==> config.mk <==
export PLATFORM = sky130hd
export DESIGN_NAME = mul_div_unit
export DESIGN_NICKNAME = d
export VERILOG_FILES = /design/src/rtl/mul_div_unit.sv
export SDC_FILE = /design/constraint.sdc
export NUM_CORES = 1
export LEC_CHECK = 0
export ABC_AREA = 0
export ABC_CLOCK_PERIOD_IN_PS = 4600
export BUFFER_PORTS_ARGS = -buffer_cell sky130_fd_sc_hd__buf_2
export CAP_MARGIN = 20
export CORE_MARGIN = 3
export CORE_UTILIZATION = 45
export CTS_BUF_LIST = sky130_fd_sc_hd__clkbuf_16
export DETAILED_ROUTE_END_ITERATION = 10
export PLACE_DENSITY = 0.59
export SLEW_MARGIN = 25
export SYNTH_ARGS = -nofsm -noshare
export SYNTH_HDL_FRONTEND = slang
export SYNTH_SLANG_ARGS = --single-unit
==> constraint.sdc <==
create_clock -name clock -period 4.6 [get_ports clock]
set_input_delay 1.15 -clock clock [delete_from_list [all_inputs] [get_ports clock]]
set_output_delay 1.15 -clock clock [all_outputs]
set_load 0.05 [all_outputs]
==> src/rtl/mul_div_unit.sv <==
// Iterative HI/LO multiply/divide unit with start/busy/done handshake.
// Optional MADD/MSUB accumulate path: define MULDIV_ACCUMULATE_EN.
module mul_div_unit #(
  parameter int DataWidth       = 32,
  parameter int MulBitsPerCycle = 1
) (
  input  logic                 clock,
  input  logic                 reset,
  input  logic                 enable,
  input  logic                 start,
  input  logic [2:0]           op,
  input  logic [DataWidth-1:0] a,
  input  logic [DataWidth-1:0] b,
  input  logic                 writeHigh,
  input  logic                 writeLow,
  input  logic [DataWidth-1:0] wData,
  output logic                 busy,
  output logic                 done,
  output logic [DataWidth-1:0] high,
  output logic [DataWidth-1:0] low
);

  localparam int W  = DataWidth;
  localparam int K  = MulBitsPerCycle;
  localparam int CW = $clog2(W + 1);
  localparam logic [CW-1:0] MulCnt = CW'(W / K);
  localparam logic [CW-1:0] DivCnt = CW'(W);

  typedef enum logic [1:0] {
    IDLE,
    PREP,
    ITER,
    FIXUP
  } state_e;

  state_e state_q, state_d;
  logic [2:0]     op_q, op_d;
  logic [W-1:0]   a_q, a_d;
  logic [W-1:0]   b_q, b_d;
  logic [W-1:0]   m_q, m_d;
  logic [W-1:0]   hi_q, hi_d;
  logic [W-1:0]   lo_q, lo_d;
  logic [2*W-1:0] acc_q, acc_d;
  logic [CW-1:0]  cnt_q, cnt_d;
  logic pneg_q, pneg_d;
  logic rneg_q, rneg_d;
  logic dz_q, dz_d;
  logic done_q, done_d;

  logic           is_div;
  logic           sgn;
  logic           wr;
  logic           accept;
  logic [W-1:0]   abs_a;
  logic [W-1:0]   abs_b;
  logic [W+K-1:0] mul_sum;
  logic [2*W+K-1:0] mul_cat;
  logic [2*W-1:0] mul_next;
  logic [W:0]     div_rs;
  logic [W:0]     div_diff;
  logic           div_ge;
  logic [2*W-1:0] div_next;
  logic [2*W-1:0] prod;
  logic [W-1:0]   quo;
  logic [W-1:0]   rem;

  assign is_div = (op_q[2:1] == 2'b01);
  assign sgn    = ~op_q[0];
  assign wr     = writeHigh | writeLow;
  assign abs_a  = (sgn && a_q[W-1]) ? -a_q : a_q;
  assign abs_b  = (sgn && b_q[W-1]) ? -b_q : b_q;

`ifdef MULDIV_ACCUMULATE_EN
  assign accept = 1'b1;
`else
  assign accept = ~op[2];
`endif

  // acc holds {partial product high, remaining multiplier bits}
  always_comb begin
    mul_sum = {{K{1'b0}}, acc_q[2*W-1:W]};
    for (int j = 0; j < K; j++) begin
      if (acc_q[j]) begin
        mul_sum = mul_sum + ({{K{1'b0}}, m_q} << j);
      end
    end
    mul_cat  = {mul_sum, acc_q[W-1:0]};
    mul_next = (2*W)'(mul_cat >> K);
  end

  // acc holds {remainder, dividend/quotient}; rs < 2*m so bit W is the borrow
  assign div_rs   = {acc_q[2*W-1:W], acc_q[W-1]};
  assign div_diff = div_rs - {1'b0, m_q};
  assign div_ge   = ~div_diff[W];
  assign div_next = {div_ge ? div_diff[W-1:0] : div_rs[W-1:0],
                     acc_q[W-2:0], div_ge};

  assign prod = pneg_q ? -acc_q : acc_q;
  assign quo  = pneg_q ? -acc_q[W-1:0] : acc_q[W-1:0];
  assign rem  = rneg_q ? -acc_q[2*W-1:W] : acc_q[2*W-1:W];

  always_comb begin
    state_d = state_q;
    op_d    = op_q;
    a_d     = a_q;
    b_d     = b_q;
    m_d     = m_q;
    hi_d    = hi_q;
    lo_d    = lo_q;
    acc_d   = acc_q;
    cnt_d   = cnt_q;
    pneg_d  = pneg_q;
    rneg_d  = rneg_q;
    dz_d    = dz_q;
    done_d  = 1'b0;
    unique case (state_q)
      IDLE: begin
        if (start && accept) begin
          state_d = PREP;
          op_d    = op;
          a_d     = a;
          b_d     = b;
        end
      end
      PREP: begin
        pneg_d = sgn & (a_q[W-1] ^ b_q[W-1]);
        rneg_d = sgn & a_q[W-1];
        dz_d   = is_div && (b_q == '0);
        if (is_div) begin
          m_d   = abs_b;
          acc_d = {{W{1'b0}}, abs_a};
          cnt_d = DivCnt;
        end else begin
          m_d   = abs_a;
          acc_d = {{W{1'b0}}, abs_b};
          cnt_d = MulCnt;
        end
        state_d = dz_d ? FIXUP : ITER;
      end
      ITER: begin
        acc_d = is_div ? div_next : mul_next;
        cnt_d = cnt_q - CW'(1);
        if (cnt_q == CW'(1)) begin
          state_d = FIXUP;
        end
      end
      FIXUP: begin
        state_d = IDLE;
        done_d  = 1'b1;
        if (is_div) begin
          if (dz_q) begin
            {hi_d, lo_d} = {a_q, {W{1'b1}}};
          end else begin
            {hi_d, lo_d} = {rem, quo};
          end
        end else begin
`ifdef MULDIV_ACCUMULATE_EN
          if (op_q[2]) begin
            {hi_d, lo_d} = op_q[1] ? ({hi_q, lo_q} - prod)
                                   : ({hi_q, lo_q} + prod);
          end else begin
            {hi_d, lo_d} = prod;
          end
`else
          {hi_d, lo_d} = prod;
`endif
        end
      end
      default: state_d = IDLE;
    endcase
    // MTHI/MTLO always land and cancel whatever was in flight
    if (wr) begin
      state_d = IDLE;
      done_d  = 1'b0;
      hi_d    = writeHigh ? wData : hi_q;
      lo_d    = writeLow ? wData : lo_q;
    end
  end

  always_ff @(posedge clock) begin
    if (reset) begin
      state_q <= IDLE;
      op_q    <= '0;
      a_q     <= '0;
      b_q     <= '0;
      m_q     <= '0;
      hi_q    <= '0;
      lo_q    <= '0;
      acc_q   <= '0;
      cnt_q   <= '0;
      pneg_q  <= 1'b0;
      rneg_q  <= 1'b0;
      dz_q    <= 1'b0;
      done_q  <= 1'b0;
    end else if (enable) begin
      state_q <= state_d;
      op_q    <= op_d;
      a_q     <= a_d;
      b_q     <= b_d;
      m_q     <= m_d;
      hi_q    <= hi_d;
      lo_q    <= lo_d;
      acc_q   <= acc_d;
      cnt_q   <= cnt_d;
      pneg_q  <= pneg_d;
      rneg_q  <= rneg_d;
      dz_q    <= dz_d;
      done_q  <= done_d;
    end
  end

  assign busy = (state_q != IDLE);
  assign done = done_q;
  assign high = hi_q;
  assign low  = lo_q;

endmodule

==> flow_summary.json <==
{
  "outcome": "completed",
  "cts-root-buf": "clkbuf_16",
  "synth_edf_count": 0,
  "synth_top_area_cell": "dfxtp_1",
  "cp_slowest_stage_delay_ns": 0.75,
  "power_mw": 5.31,
  "die_x_microns": 208,
  "worst_pin_slew_ns": 0.930,
  "antenna-diode-count": 0,
  "final_util_pct": 51.5,
  "hold_viol": 0,
  "grt_pass1_vias": 18000,
  "synthSimpleGateAreaFrac_pct": 21.9,
  "num_rows": 73,
  "num_vias": 19700,
  "clk_latency_ns": 0.60,
  "synth_top_area_share_pct": 26.0,
  "peakVddDrop_uv": 271,
  "critical_path.top_delay_family": "compound AO/OA/AOI/OAI gates",
  "clock_sinks": 239,
  "routedWlPerCell_microns": 23.7,
  "htreeDepth": 1,
  "clock_path_buffers": 3,
  "grtUsageMet2_pct": 48.5,
  "timing.final.crit_share_pct": 89.5,
  "synthFlopType": "dfxtp_1",
  "clkTransAtPathRegs_ns": 0.06,
  "setup_violations": 0,
  "fin_worst_skew_ns": 0.0207,
  "synthAdderAreaFrac_pct": 5.25,
  "grt_pass1_wl_mm": 111,
  "fmax_mhz": 243,
  "worstReg2RegStart": "acc_q[32]",
  "post-cts-setup-buffers": 0,
  "hold_slack_ns": 0.447,
  "report.final.slew_viol_count": 0,
  "fill_cells": 4047,
  "drv_cap": 0,
  "synth_cells": 2539,
  "muxShareOfSynthArea_pct": 4.94,
  "timing.final.crit_period_ns": 4.12,
  "cts_tree": "built",
  "critical_path_arrival_ns": 4.60,
  "synth_compound_area_share_pct": 27.1,
  "first_pass_iters": 6,
  "rsz0062_at_grt": "no",
  "port_buffers": 170,
  "use_met1_pct": 45.9,
  "hold_buffers": 0,
  "coreArea_sq_um": 40100,
  "num_io_pins": 171,
  "netlist_area_sq_um": 18400,
  "synthXorXnorAreaFrac_pct": 9.14,
  "antenna_found_initial": 2,
  "hold_class": "reg2reg",
  "p_leak_nw": 8.40,
  "gp_congestion": 1.01,
  "synth_most_common_cell": "nand2_1",
  "design.die.area_sq_um": 43300,
  "track_usage_pct": 32.7,
  "async_flop_share_pct": 0,
  "die_y_microns": 208,
  "synth_fp_nets": 2720,
  "setup_tns_ns": 0,
  "startpoint": "acc_q[32]",
  "critPathKind": "reg2reg",
  "cp-start-kind": "flop",
  "met3_usage_pct": 7.22,
  "critPathRequiredTime_ns": 5.08,
  "synth_top_family_by_area": "compound AO/OA/AOI/OAI gates",
  "hp-start": "low[31]",
  "drtIter0Drc": 2389,
  "path_cells": "inv_1 -> fa_1 -> nand2b_1 -> a21oi_1 -> o211ai_1 -> a211o_1 -> a21o_1 -> a211oi_4 -> buf_4 -> mux2i_1 -> o22ai_1 -> a21o_1",
  "endpoint_kind": "flop",
  "critPathBufInv": 2,
  "path_max_fanout": 20,
  "placed_area_sq_um": 19700,
  "grt_max_degree": 116,
  "post_drt_via_cell_ratio": 6.26,
  "ys.warnings.count": 0,
  "ys_types": 82,
  "ant_nets": 0,
  "initial_core_util_pct": 45.9,
  "crit_path_top_delay_cell": "a211oi_4",
  "drive_above_1_share_pct": 13.7,
  "cts_resized": 0,
  "grt_overflow_total": 0,
  "ys_seq_area_share_pct": 26.0,
  "slew_headroom_pct": 37.4,
  "path_common_cell": "a21o_1",
  "cts_inserted_buffers": 29,
  "synth-seq-cells": 239,
  "r2r_slack_ns": 0.48,
  "area.growth.synth_to_final_pct": 12.3,
  "drc_errors": 0,
  "power.density_nw_per_um2": 257,
  "final_area_sq_um": 20700,
  "synth_area_leaders": "dfxtp_1, a21oi_1, nand2_1",
  "postSynthAreaPerCell_sq_um": 7.25,
  "ys_top_cells_by_count": "nand2_1, a21oi_1, dfxtp_1, nor2_1, clkbuf_1",
  "top_usage_layer": "met2",
  "finalWirelength_mm": 74.7,
  "hpwlAfterDp_mm": 56.6,
  "finalNetCount": 2781
}
-- metal layers --
layer  routed length (microns)  share of wire, %
met5                        22             0.029
met4                      3650               4.9
met3                      7340               9.8
met2                     31300                42
met1                     32400                43
-- metrics by stage --
stage / instances / setup slack (ns)
floorplan: 2539 / 1.14
global placement: 3093 / 0.642
detailed placement: 3094 / 0.561
CTS: 3147 / 0.547
global route: 3147 / 0.304
finish: 3147 / 0.483
-- kinds of logic after synthesis --
| group | count (synthesis) |
|---|---|
| muxes | 69 |
| DFF | 239 |
| adders and majority gates | 76 |
| and+or+nand+nor | 887 |
| AOI/OAI and AO/OA | 808 |
| buffers and inverters | 268 |
| xor gates and xnor gates | 192 |
-- cell usage in the layout, fill, tap and decap left out, drive strengths merged, types with 41 or more instances in the layout --
master / Yosys / routed
nand2: 402 / 402
a21oi: 306 / 306
dfxtp: 239 / 239
buf: 27 / 238
nor2: 196 / 196
o21ai: 183 / 183
xnor2: 122 / 122
ha: 74 / 74
xor2: 70 / 70
inv: 59 / 66
nor3: 65 / 65
nand3: 41 / 41
-- registers in the layout (all words and copies together), names as in the netlist --
| register | count |
|---|---|
| pneg_q | 1 |
| a_q | 32 |
| op_q | 3 |
| high | 32 |
| b_q | 32 |
| acc_q | 64 |
| rneg_q | 1 |
| dz_q | 1 |
| cnt_q | 6 |
| m_q | 32 |
| done | 1 |
| low | 32 |
| state_q | 2 |
-- final cells by class --
type	instances	area (sq um)	share of cell area [%]
Clock buffer	29	726	3.51
Inverter	60	225	1.09
Clock inverter	24	216	1.05
Timing Repair Buffer	238	1400	6.78
Multi-Input combinational cell	2032	12600	61.2
Sequential cell	239	4790	23.2
Tap cell	525	657	3.18
-- worst register-to-register path, cell delays in order, from the launching register on --
cell	delay, ns
dfxtp_1	0.52
inv_1	0.16
fa_1	0.43
nand2b_1	0.20
a21oi_1	0.23
o211ai_1	0.22
a211o_1	0.37
a21o_1	0.21
a211oi_4	0.75
buf_4	0.43
mux2i_1	0.23
o22ai_1	0.09
a21o_1	0.17
-- path summary, 6_finish.rpt --
check	endpoint	cells after the start
setup / recovery	acc_q[49]	12
hold / removal	low[31]	2
setup reg to reg	acc_q[49]	12
hold reg to reg	low[31]	2
-- power by group --
| group | internal, mW | switching [mW] | total, mW |
|---|---|---|---|
| combinational | 0.249 | 0.561 | 0.810 |
| sequential | 2.12 | 0.0626 | 2.19 |
| clock | 1.32 | 0.994 | 2.31 |
No activity file was read; power rests on OpenSTA's default activity.
